`src/rtl/radio_seq_pkg.sv`:
```
// Shared types and default timing for the radio enable sequencer.
// State encodings double as the debug state_o value.
package radio_seq_pkg;

    typedef enum logic [2:0] {
        S_IDLE   = 3'd0,
        S_LDO_UP = 3'd1,
        S_PLL_UP = 3'd2,
        S_GAP    = 3'd3,
        S_ACTIVE = 3'd4,
        S_PWR_DN = 3'd5
    } state_t;

    localparam int DEF_CNT_W       = 8;
    localparam int DEF_LDO_SETTLE  = 20;
    localparam int DEF_PLL_TIMEOUT = 200;
    localparam int DEF_SWITCH_GAP  = 4;
    localparam int DEF_PWRDN_HOLD  = 8;

endpackage

```
`src/rtl/seq_down_counter.sv`:
```
// Loadable down-counter that saturates at zero.
// Shared by every timed state of the sequencer.
module seq_down_counter #(
    parameter int CNT_W = 8
) (
    input  logic             i_clk,
    input  logic             i_rst_n,
    input  logic             i_load,
    input  logic [CNT_W-1:0] i_load_val,
    input  logic             i_dec,
    output logic             o_zero
);

    logic [CNT_W-1:0] r_cnt;

    always_ff @(posedge i_clk) begin
        if (!i_rst_n) begin
            r_cnt <= '0;
        end else if (i_load) begin
            r_cnt <= i_load_val;
        end else if (i_dec && (r_cnt != '0)) begin
            r_cnt <= r_cnt - 1'b1;
        end
    end

    assign o_zero = (r_cnt == '0);

endmodule

```
`src/rtl/radio_enable_sequencer.sv`:
```
// Radio front-end power sequencer: LDO, PLL, lock wait, then RX/TX path.
// All outputs registered; break-before-make on direction change.
module radio_enable_sequencer
    import radio_seq_pkg::*;
#(
    parameter int CNT_W       = DEF_CNT_W,
    parameter int LDO_SETTLE  = DEF_LDO_SETTLE,
    parameter int PLL_TIMEOUT = DEF_PLL_TIMEOUT,
    parameter int SWITCH_GAP  = DEF_SWITCH_GAP,
    parameter int PWRDN_HOLD  = DEF_PWRDN_HOLD
) (
    input  logic       ck,
    input  logic       rst_n,
    input  logic       radio_en_s2,
    input  logic       rx_en_s2,
    input  logic       pll_lock,
    input  logic       clr_err,
    output logic       ldo_en,
    output logic       pll_en,
    output logic       rx_path_en,
    output logic       tx_path_en,
    output logic       radio_ready,
    output logic       timeout_err,
    output logic [2:0] state_o
);

    localparam int MAX_CNT = (1 << CNT_W) - 1;

    if (LDO_SETTLE < 1 || LDO_SETTLE > MAX_CNT ||
        PLL_TIMEOUT < 1 || PLL_TIMEOUT > MAX_CNT ||
        SWITCH_GAP < 1 || SWITCH_GAP > MAX_CNT ||
        PWRDN_HOLD < 1 || PWRDN_HOLD > MAX_CNT) begin : g_bad_param
        $error("radio_enable_sequencer: timing parameter out of range");
    end

    localparam logic [CNT_W-1:0] LD_LDO = CNT_W'(LDO_SETTLE - 1);
    localparam logic [CNT_W-1:0] LD_PLL = CNT_W'(PLL_TIMEOUT - 1);
    localparam logic [CNT_W-1:0] LD_GAP = CNT_W'(SWITCH_GAP - 1);
    localparam logic [CNT_W-1:0] LD_PD  = CNT_W'(PWRDN_HOLD - 1);

    state_t r_state;
    logic   r_ldo_en;
    logic   r_pll_en;
    logic   r_rx_en;
    logic   r_tx_en;
    logic   r_ready;
    logic   r_err;
    logic   r_lockout;
    logic   r_dir;

    state_t           w_nxt_state;
    logic             w_ldo_en;
    logic             w_pll_en;
    logic             w_rx_en;
    logic             w_tx_en;
    logic             w_ready;
    logic             w_lockout;
    logic             w_dir;
    logic             w_set_err;
    logic             w_go_pd;
    logic             w_load;
    logic [CNT_W-1:0] w_load_val;
    logic             w_zero;

    seq_down_counter #(
        .CNT_W (CNT_W)
    ) u_cnt (
        .i_clk      (ck),
        .i_rst_n    (rst_n),
        .i_load     (w_load),
        .i_load_val (w_load_val),
        .i_dec      (!w_load),
        .o_zero     (w_zero)
    );

    always_comb begin
        w_nxt_state = r_state;
        w_ldo_en    = r_ldo_en;
        w_pll_en    = r_pll_en;
        w_rx_en     = r_rx_en;
        w_tx_en     = r_tx_en;
        w_ready     = r_ready;
        w_lockout   = r_lockout;
        w_dir       = r_dir;
        w_set_err   = 1'b0;
        w_go_pd     = 1'b0;
        w_load      = 1'b0;
        w_load_val  = '0;
        unique case (r_state)
            S_IDLE: begin
                if (!radio_en_s2) begin
                    w_lockout = 1'b0;
                end else if (!r_lockout) begin
                    w_nxt_state = S_LDO_UP;
                    w_ldo_en    = 1'b1;
                    w_load      = 1'b1;
                    w_load_val  = LD_LDO;
                end
            end
            S_LDO_UP: begin
                if (!radio_en_s2) begin
                    w_go_pd = 1'b1;
                end else if (w_zero) begin
                    w_nxt_state = S_PLL_UP;
                    w_pll_en    = 1'b1;
                    w_load      = 1'b1;
                    w_load_val  = LD_PLL;
                end
            end
            S_PLL_UP: begin
                if (!radio_en_s2) begin
                    w_go_pd = 1'b1;
                end else if (pll_lock) begin
                    w_nxt_state = S_GAP;
                    w_load      = 1'b1;
                    w_load_val  = LD_GAP;
                end else if (w_zero) begin
                    w_set_err = 1'b1;
                    w_lockout = 1'b1;
                    w_go_pd   = 1'b1;
                end
            end
            S_GAP: begin
                if (!radio_en_s2) begin
                    w_go_pd = 1'b1;
                end else if (w_zero) begin
                    w_nxt_state = S_ACTIVE;
                    w_rx_en     = rx_en_s2;
                    w_tx_en     = !rx_en_s2;
                    w_ready     = 1'b1;
                    w_dir       = rx_en_s2;
                end
            end
            S_ACTIVE: begin
                if (!radio_en_s2) begin
                    w_go_pd = 1'b1;
                end else if (!pll_lock) begin
                    w_set_err = 1'b1;
                    w_lockout = 1'b1;
                    w_go_pd   = 1'b1;
                end else if (rx_en_s2 != r_dir) begin
                    w_nxt_state = S_GAP;
                    w_rx_en     = 1'b0;
                    w_tx_en     = 1'b0;
                    w_ready     = 1'b0;
                    w_load      = 1'b1;
                    w_load_val  = LD_GAP;
                end
            end
            S_PWR_DN: begin
                if (w_zero) begin
                    w_nxt_state = S_IDLE;
                    w_ldo_en    = 1'b0;
                end
            end
            default: begin
                w_nxt_state = S_IDLE;
                w_ldo_en    = 1'b0;
                w_pll_en    = 1'b0;
                w_rx_en     = 1'b0;
                w_tx_en     = 1'b0;
                w_ready     = 1'b0;
            end
        endcase
        // LDO held on while everything downstream is already off
        if (w_go_pd) begin
            w_nxt_state = S_PWR_DN;
            w_ldo_en    = 1'b1;
            w_pll_en    = 1'b0;
            w_rx_en     = 1'b0;
            w_tx_en     = 1'b0;
            w_ready     = 1'b0;
            w_load      = 1'b1;
            w_load_val  = LD_PD;
        end
    end

    always_ff @(posedge ck) begin
        if (!rst_n) begin
            r_state   <= S_IDLE;
            r_ldo_en  <= 1'b0;
            r_pll_en  <= 1'b0;
            r_rx_en   <= 1'b0;
            r_tx_en   <= 1'b0;
            r_ready   <= 1'b0;
            r_err     <= 1'b0;
            r_lockout <= 1'b0;
            r_dir     <= 1'b0;
        end else begin
            r_state   <= w_nxt_state;
            r_ldo_en  <= w_ldo_en;
            r_pll_en  <= w_pll_en;
            r_rx_en   <= w_rx_en;
            r_tx_en   <= w_tx_en;
            r_ready   <= w_ready;
            r_lockout <= w_lockout;
            r_dir     <= w_dir;
            if (w_set_err) begin
                r_err <= 1'b1;
            end else if (clr_err) begin
                r_err <= 1'b0;
            end
        end
    end

    assign ldo_en      = r_ldo_en;
    assign pll_en      = r_pll_en;
    assign rx_path_en  = r_rx_en;
    assign tx_path_en  = r_tx_en;
    assign radio_ready = r_ready;
    assign timeout_err = r_err;
    assign state_o     = r_state;

endmodule
```
`config.mk`:
```
export PLATFORM = sky130hd
export DESIGN_NAME = radio_enable_sequencer
export DESIGN_NICKNAME = d
export VERILOG_FILES = /design/src/rtl/radio_seq_pkg.sv /design/src/rtl/seq_down_counter.sv /design/src/rtl/radio_enable_sequencer.sv
export SDC_FILE = /design/constraint.sdc
export NUM_CORES = 1
export LEC_CHECK = 0
export ABC_AREA = 1
export CORE_AREA = 2 2 50 87
export DETAILED_ROUTE_END_ITERATION = 12
export DIE_AREA = 0 0 52 89
export DONT_BUFFER_PORTS = 1
export HOLD_SLACK_MARGIN = 0.15
export SLEW_MARGIN = 40
export SYNTH_ARGS = -nofsm -noshare
export SYNTH_HDL_FRONTEND = slang
export SYNTH_SLANG_ARGS = --single-unit
```
`constraint.sdc`:
```
create_clock -name ck -period 4.73 [get_ports ck]
set_clock_uncertainty 0.15 [all_clocks]
set_input_delay 0.7095 -clock ck [delete_from_list [all_inputs] [get_ports ck]]
set_output_delay 0.7095 -clock ck [all_outputs]
set_load 0.005 [all_outputs]
```
==> results.py, run 1 <==
metrics = {
    "outcome": {
        "status": "complete, no violations",
    },
    "floorplan": {
        "fp.dieH_um": 89,
        "dieWidth_um": 52,
        "io_pins": 15,
        "coreArea_um2": 3866,
        "initial_core_util_pct": 29.55,
        "dieArea_um2": 4628,
        "num_rows": 30,
    },
    "placed_design": {
        "dp_hpwl_um": 2439,
        "gp_congestion": 0.9114,
        "portBuffers": 0,
        "dp.cells": 226,
    },
    "clocking": {
        "clock_latency_ns": 0.26,
        "post_cts_resize_count": 0,
        "cts_tree": "built",
        "cts_buffers": 3,
        "htreeDepth": 1,
        "clockBufferDepth": 2,
        "cts_root_buf": "clkbuf_8",
        "cts_setup_buffers": 0,
        "cts.sinks": 19,
        "ctsHoldBuffers": 0,
        "clk_pin_slew_worst_paths_ns": 0.07,
    },
    "power": {
        "p_leak_nw": 0.5921,
        "p_comb_share_pct": 57.7,
        "ir_worst_vdd_mv": 0.2323,
        "powerDensity_nw_per_um2": 709.7,
        "p_clk_share_pct": 13.2,
        "seqPwrFrac_pct": 29.1,
        "design_power_total_mw": 0.8765,
        "p_switching_mw": 0.4340,
        "switching_share_pct": 49.51,
        "p_int_mw": 0.4425,
    },
    "final_layout": {
        "regArea_um2": 380.4,
        "nFillCells": 432,
        "diodes": 0,
        "final_common_cell": "nand2_1",
        "areaGrowthSynthToFinish_pct": 8.105,
        "final_nets": 191,
        "multi_input_area_um2": 640.6,
        "layoutNonFillerInstCount": 230,
        "final_cell_mix": "45 x nand2_1, 27 x inv_1, 24 x nor2_1",
        "drive_gt1_share_pct": 6.593,
    },
    "hold_path": {
        "hp-start": "r_lockout",
        "worstHoldPathCells": 2,
        "whs_endpoint": "r_lockout",
        "hold_path.class": "register to register",
    },
    "global_route": {
        "grt_pass1_vias": 1117,
        "grt_overflow": 0,
        "grt_max_degree": 13,
        "grt_pass1_wl_um": 4830,
        "grt_usage_pct": 14.28,
        "antenna_found_initial": 0,
    },
    "yosys": {
        "synth_area_leaders": "dfxtp_1 33%, nand2_1 15%, inv_1 8.9%",
        "synth_area_per_cell_um2": 6.346,
        "synth_cells": 180,
        "syn_nets": 188,
        "yosysTopAreaCell": "dfxtp_1",
        "synth_top_area_share_pct": 33.30,
        "yosysUniqueCellTypes": 23,
        "synth_seq_area_share_pct": 33.30,
        "netlist_area_um2": 1142,
        "ys_seq_elements": 19,
        "ys_warn_count": 0,
    },
    "sta": {
        "tns_ns": 0,
        "rsz0062_at_grt": "false",
        "slew_violations": 0,
        "post-route-min-period_ns": 2.170,
        "setup_violations": 0,
        "tightest_slew_ns": 0.4684,
        "hold_viol": 0,
        "fin_crit_sh_pct": 45.87,
        "fmax_mhz": 460.9,
        "max_slew_margin_pct": 68.74,
    },
    "drt": {
        "drc": 0,
        "antenna_left": 0,
        "first_pass_iters": 4,
        "viasPerCell": 4.878,
        "num_vias": 1122,
        "routed_wl_um": 2999,
        "avgRoutedWirePerCell_um": 13.04,
        "first_iter_violations": 31,
    },
    "worst_setup_path": {
        "cp.arrival_ns": 2.22,
        "crit_type": "register to register",
        "critPathMaxFanout": 12,
        "cpMaxStageDelayCell": "nor2_2",
        "critical_path_required_ns": 4.78,
        "reg2reg_depth": 10,
        "critical_path.max_stage_delay_ns": 0.41,
        "critPathLaunchType": "register",
        "worstReg2RegStart": "u_cnt.r_cnt[0]",
        "r2r-end": "u_cnt.r_cnt[1]",
        "worstSetupEndpointType": "register",
        "r2r_setup_slack_ns": 2.56,
        "path_cells": "inv_1, ha_1, nand3_1, nor2_2, nand3_1, nand2_1, nor2_2, nand2_1, nor3_1, nor2_1",
    },
    "job": {
        "drv_cap": 0,
    },
}
## kinds of logic after synthesis
group | after synthesis | share of synthesized area [%]
AOI/OAI and AO/OA | 24 | 12.71
xor gates and xnor gates | 6 | 4.600
adders and majority gates | 2 | 2.190
buffers and inverters | 31 | 10.62
DFF | 19 | 33.30
and+or+nand+nor | 98 | 36.58
## power by group through the flow
| stage | clock network [mW] | registers (mW) | logic (mW) |
|---|---|---|---|
| global route | 0.122 | 0.262 | 0.579 |
| global placement | 0 | 0.259 | 0.509 |
| finish | 0.116 | 0.255 | 0.505 |
| floorplan | 0 | 0.246 | 0.414 |
| CTS | 0.117 | 0.256 | 0.509 |
| detailed placement | 0 | 0.259 | 0.506 |
## synth_stat cells
library cell  count
a211oi_1          1
a211oi_2          1
a21oi_1          11
a21oi_4           1
a31oi_1           1
buf_2             1
buf_4             1
clkinv_1          1
dfxtp_1          19
ha_1              2
inv_1            27
inv_2             1
nand2_1          45
nand2_2           2
nand3_1          16
nand3_2           1
nand4_1           2
nor2_1           24
nor2_2            3
nor3_1            5
o21a_1            1
o21ai_0           8
xor2_1            6
## state kept, by name, indices dropped and copies added, names as in the netlist
name         flops
ldo_en           1
pll_en           1
r_dir            1
r_lockout        1
radio_ready      1
rx_path_en       1
state_o          3
timeout_err      1
tx_path_en       1
u_cnt.r_cnt      8
## layout make-up
| type | count | area share, % |
|---|---|---|
| multi-input cells | 130 | 51.87 |
| flip-flops and latches | 19 | 30.80 |
| inverters | 29 | 8.815 |
| well taps | 48 | 4.863 |
| clock buffers | 4 | 3.647 |
## how the worst max path moves through the flow
stage,start,endpoint,slack (ns),cells past startpoint
global placement,u_cnt.r_cnt[0],u_cnt.r_cnt[1],2.60,10
CTS,u_cnt.r_cnt[0],u_cnt.r_cnt[1],2.56,10
global route,u_cnt.r_cnt[0],u_cnt.r_cnt[1],2.33,10
detailed placement,u_cnt.r_cnt[0],u_cnt.r_cnt[1],2.57,10
finish,u_cnt.r_cnt[0],u_cnt.r_cnt[1],2.56,10
floorplan,radio_en_s2,u_cnt.r_cnt[0],2.90,8
## metrics by stage
stage	instance area, um2	hold WS (ns)	util (%)	setup slack (ns)
floorplan	1142	0.2903	-	2.903
global placement	1190	0.3094	30.78	2.602
detailed placement	1190	0.3172	30.78	2.568
CTS	1235	0.3341	31.94	2.555
global route	1235	0.3526	31.94	2.332
finish	1235	0.3293	31.94	2.560
## critical path: cells and delay by family (launching register included)
family	cells	cell delay [ns]
adder cells (fa/ha/maj)	1	0.20
buffers and inverters	1	0.14
flip-flops	1	0.30
AND/OR/NAND/NOR	8	1.33
## layer usage
metal  global-route usage, %  vias to the layer above  share of wire (%)
li1                        -                      574                  -
met1                   12.86                      509                 34
met2                   28.42                       28                 58
met3                   2.007                       11                4.4
met4                   8.612                        0                4.2
met5                       0                        -                  0
Power figures use the tool's default switching activity.
==> run 2: changes to the inputs <==
- clock period: 4.73 -> 1.9 ns (I/O delays scaled with it)
==> run 2 against run 1 <==
Net effect: sequential cell count unchanged; critical endpoint is now u_cnt.r_cnt[5]; clock power rose to 2.5 times the previous value; fmax up 21%; via count up 5.4%; cell count up 7.0%; global-route usage up 2.0 points; die area unchanged; design area up 14%; combinational power rose to 3.2 times the previous value; sequential power up 140%; first-iteration DRC count down 3.2%.
==> results.py, run 2 (same netlist as run 1, synthesis figures left out) <==
metrics = {
    "sta": {
        "fin_crit_sh_pct": 94.46,
        "rsz0062_at_grt": "true",
        "slew_violations": 0,
        "tightest_slew_ns": 0.4025,
        "setup_violations": 0,
        "max_slew_margin_pct": 73.07,
        "hold_viol": 0,
        "post-route-min-period_ns": 1.795,
        "tns_ns": 0,
        "fmax_mhz": 557.2,
    },
    "drt": {
        "antenna_left": 0,
        "viasPerCell": 4.809,
        "met2WireLength_um": 1727,
        "first_iter_violations": 30,
        "met1Wirelength_um": 1142,
        "wl_met3_um": 139,
        "first_pass_iters": 4,
        "top_layer": "met4",
        "num_vias": 1183,
        "avgRoutedWirePerCell_um": 13.35,
        "routed_wl_um": 3285,
        "drc": 0,
    },
    "worst_setup_path": {
        "crit_type": "register to register",
        "path_cells": "nor2_1, nand2_1, nor2_4, buf_4, nor2_1, nand2_1, xor2_1, nor3_2",
        "critical_path.max_stage_delay_ns": 0.34,
        "worstSetupEndpointType": "register",
        "cp.arrival_ns": 1.79,
        "critPathLaunchType": "register",
        "cpMaxStageDelayCell": "dfxtp_1",
        "critical_path_required_ns": 1.90,
        "cp_top_family": "simple AND/OR/NAND/NOR gates",
        "critPathMaxFanout": 6,
        "path_buf_inv": 1,
    },
    "global_route": {
        "grt_usage_pct": 16.24,
        "grt_pass1_vias": 1214,
        "grt_overflow": 0,
        "grt_max_degree": 11,
        "antenna_found_initial": 0,
        "grt_pass1_wl_um": 5416,
    },
    "power": {
        "p_leak_nw": 0.6738,
        "ir_worst_vdd_mv": 0.6614,
        "design_power_total_mw": 2.499,
        "powerDensity_nw_per_um2": 1780,
    },
    "clocking": {
        "cts_tree": "built",
        "clockBufferDepth": 2,
        "clock_latency_ns": 0.26,
        "clk_pin_slew_worst_paths_ns": 0.07,
        "htreeDepth": 1,
        "cts_buffers": 3,
        "cts_root_buf": "clkbuf_8",
        "cts.sinks": 19,
    },
    "floorplan": {
        "io_pins": 15,
        "initial_core_util_pct": 29.55,
        "fp.dieH_um": 89,
        "dieArea_um2": 4628,
        "dieWidth_um": 52,
        "coreArea_um2": 3866,
        "num_rows": 30,
    },
    "final_layout": {
        "drive_gt1_share_pct": 17.17,
        "final_area_um2": 1404,
        "final_nets": 207,
        "largest_reg_flops": 8,
        "final_core_util_pct": 36.31,
        "areaGrowthSynthToFinish_pct": 22.89,
        "final_common_cell": "nand2_1",
        "largest_register": "u_cnt.r_cnt",
        "diodes": 0,
        "final_cell_mix": "42 x nand2_1, 26 x inv_1, 23 x nor2_1",
    },
    "placed_design": {
        "dp_hpwl_um": 2504,
        "gp_congestion": 0.8973,
        "place_area_um2": 1265,
        "portBuffers": 0,
    },
    "job": {
        "drv_cap": 0,
    },
    "outcome": {
        "status": "complete, no violations",
    },
    "hold_path": {
        "hold_path.class": "primary input to register",
    },
}
[run 2: final timing paths]
check | start | to | slack [ns] | cells after the start
min reg2reg | tx_path_en | tx_path_en | 0.33 | 2
max | u_cnt.r_cnt[2] | u_cnt.r_cnt[5] | 0.11 | 8
min | rst_n | timeout_err | 0.15 | 2
max reg2reg | u_cnt.r_cnt[2] | u_cnt.r_cnt[5] | 0.11 | 8
[run 2: routing by layer]
| metal | global-route usage (%) | up-vias |
|---|---|---|
| li1 | - | 603 |
| met1 | 14.56 | 526 |
| met2 | 29.23 | 34 |
| met3 | 2.843 | 20 |
| met4 | 15.55 | 0 |
| met5 | 0 | - |
[run 2: cell type report]
cell class,count,area [um2]
clock buffers,4,45.04
fillers,414,2462
inverters,29,108.9
multi-input cells,130,678.2
flip-flops and latches,19,381.6
well taps,48,60.06
repair buffers,16,130.1
[run 2: what timing repair did]
| action | 4_1_cts | 5_1_grt |
|---|---|---|
| setup endpoints to repair | 0 | 15 |
| hold buffers | 4 | 0 |
| endpoints found under the hold margin | 8 | 0 |
| gates resized for setup | 0 | 13 |
| setup buffers | 0 | 2 |
[run 2: power by group]
part           switching [mW]  total, mW  internal [mW]
Combinational           0.972       1.60          0.626
Sequential             0.0804      0.607          0.527
Clock                   0.144      0.294          0.150
Total                    1.20       2.50           1.30
[run 2: worst reg2reg max path: stages, from the launching register on]
cell and delay, ns:
dfxtp_1 0.34, nor2_1 0.16, nand2_1 0.17, nor2_4 0.24, buf_4 0.18, nor2_1 0.06, nand2_1 0.07, xor2_1 0.23
nor3_2 0.08
[run 2: through the flow]
step                hold WS, ns  std cells  setup slack [ns]
CTS                      0.1530        244          0.004904
finish                   0.1540        246            0.1052
global placement         0.2707        236           0.03520
global route             0.1634        246          -0.01180
detailed placement       0.2633        236           0.03071
floorplan                0.2558        180            0.2449
==> run 3: changes to the inputs <==
- CORE_AREA: 2 2 50 87 -> 2 2 42 72
- DIE_AREA: 0 0 52 89 -> 0 0 44 74
==> run 3 against run 2 <==
Net effect: worst hold slack gained 0.0072 ns; clock-buffer cell count shrank 1; non-clock buffer count shrank 4; design area shrank 4.4%; critical endpoint is now state_o[1]; largest cell class unchanged.
==> results.py, run 3 (same netlist as run 1, synthesis figures left out) <==
metrics = {
    "final_layout": {
        "largest_reg_flops": 8,
        "nFillCells": 274,
        "final_area_um2": 1343,
        "final_nets": 203,
        "final_common_cell": "nand2_1",
        "final_cell_mix": "44 x nand2_1, 25 x inv_1, 22 x nor2_1",
        "final_core_util_pct": 49.91,
        "drive_gt1_share_pct": 13.92,
        "areaGrowthSynthToFinish_pct": 17.52,
        "diodes": 0,
        "largest_register": "u_cnt.r_cnt",
    },
    "worst_setup_path": {
        "critPathLaunchType": "register",
        "worstSetupEndpointType": "register",
        "path_buf_inv": 1,
        "critical_path.max_stage_delay_ns": 0.32,
        "r2r_setup_slack_ns": 0.12,
        "cp.arrival_ns": 1.78,
        "cp_top_family": "simple AND/OR/NAND/NOR gates",
        "path_cells": "inv_2, ha_1, nand3_1, nor2_4, o21ai_0, nor2_2, nand2_1, a21oi_1, nor2_1",
        "cpMaxStageDelayCell": "dfxtp_1",
        "critical_path_required_ns": 1.90,
        "critPathMaxFanout": 7,
        "crit_type": "register to register",
    },
    "outcome": {
        "status": "complete, no violations",
    },
    "drt": {
        "num_vias": 1194,
        "drc": 0,
        "viasPerCell": 5.403,
        "first_iter_violations": 50,
        "first_pass_iters": 4,
        "antenna_left": 0,
        "avgRoutedWirePerCell_um": 14.21,
        "routed_wl_um": 3141,
    },
    "floorplan": {
        "coreArea_um2": 2690,
        "initial_core_util_pct": 42.47,
        "dieWidth_um": 44,
        "io_pins": 15,
        "dieArea_um2": 3256,
        "fp.dieH_um": 74,
        "num_rows": 25,
    },
    "power": {
        "p_comb_share_pct": 62.2,
        "p_clk_share_pct": 12.0,
        "design_power_total_mw": 2.390,
        "ir_worst_vdd_mv": 0.8917,
        "seqPwrFrac_pct": 25.8,
        "powerDensity_nw_per_um2": 1780,
        "p_int_mw": 1.218,
        "switching_share_pct": 49.04,
        "p_switching_mw": 1.172,
        "p_leak_nw": 0.6543,
    },
    "sta": {
        "slew_violations": 0,
        "max_slew_margin_pct": 72.52,
        "post-route-min-period_ns": 1.782,
        "tightest_slew_ns": 0.4107,
        "fin_crit_sh_pct": 93.80,
        "whs_ns": 0.1612,
        "fmax_mhz": 561.1,
        "setup_violations": 0,
        "postLayoutSetupSlackWorst_ns": 0.1178,
        "hold_viol": 0,
    },
    "clocking": {
        "clock_latency_ns": 0.26,
        "clockBufferDepth": 2,
        "cts_root_buf": "clkbuf_8",
        "htreeDepth": 1,
        "clk_pin_slew_worst_paths_ns": 0.08,
        "cts.sinks": 19,
        "cts_tree": "built",
        "cts_buffers": 3,
    },
    "global_route": {
        "grt_pass1_wl_um": 5154,
        "grt_usage_pct": 21.33,
        "grt_overflow": 0,
        "antenna_found_initial": 0,
        "grt_pass1_vias": 1174,
        "grt_max_degree": 12,
    },
    "placed_design": {
        "place_ws_ns": -0.02849,
        "dp_hpwl_um": 2433,
        "place_area_um2": 1209,
        "portBuffers": 0,
        "gp_congestion": 0.9242,
    },
    "hold_path": {
        "hold_path.class": "primary input to register",
    },
    "job": {
        "drv_cap": 0,
    },
}
==> run 3: power groups by stage <==
stage                     Clock, mW  Sequential [mW]  Combinational [mW]
after floorplan                   0            0.613                1.03
after global placement            0            0.619                1.36
after detailed placement          0            0.624                1.36
after CTS                     0.295            0.615                1.40
after global routing          0.310            0.631                1.65
final                         0.288            0.616                1.49
==> run 3: area by class of cell <==
class	instances	area, um2	area share [%]
Sequential cell	19	380.4	28.33
Multi-Input combinational cell	130	670.6	49.95
Tap cell	27	33.78	2.516
Inverter	29	108.9	8.108
Timing Repair Buffer	12	102.6	7.642
Clock inverter	1	5.005	0.3728
Clock buffer	3	41.29	3.075
==> run 3: layer usage <==
metal | GRT usage, % | up-vias | wire length, um
met4 | 11.78 | 0 | 87
met2 | 39.87 | 37 | 1771
li1 | - | 597 | -
met3 | 3.883 | 10 | 104
met1 | 21.26 | 550 | 1177
met5 | 0 | - | 0
==> run 3: worst paths after layout <==
path	start	end	cells after the start
worst max-delay path	u_cnt.r_cnt[1]	state_o[1]	9
worst min-delay path	rst_n	timeout_err	2
worst max register to register	u_cnt.r_cnt[1]	state_o[1]	9
worst min register to register	rx_path_en	rx_path_en	2
==> run 3: timing repair <==
action | CTS | global route
hold buffers | 4 | 1
resized for setup | 1 | 8
pin swaps | 0 | 2
endpoints found under the setup margin | 6 | 15
hold endpoints to repair | 8 | 1
gates cloned | 0 | 0
setup buffers | 0 | 1
==> run 3: through the flow <==
stage | TNS (ns) | std cells
3_5_place_dp | -0.1120 | 211
3_3_place_gp | -0.01456 | 211
4_1_cts | 0 | 219
6_report | 0 | 221
5_1_grt | -0.03119 | 221
2_1_floorplan | 0 | 180
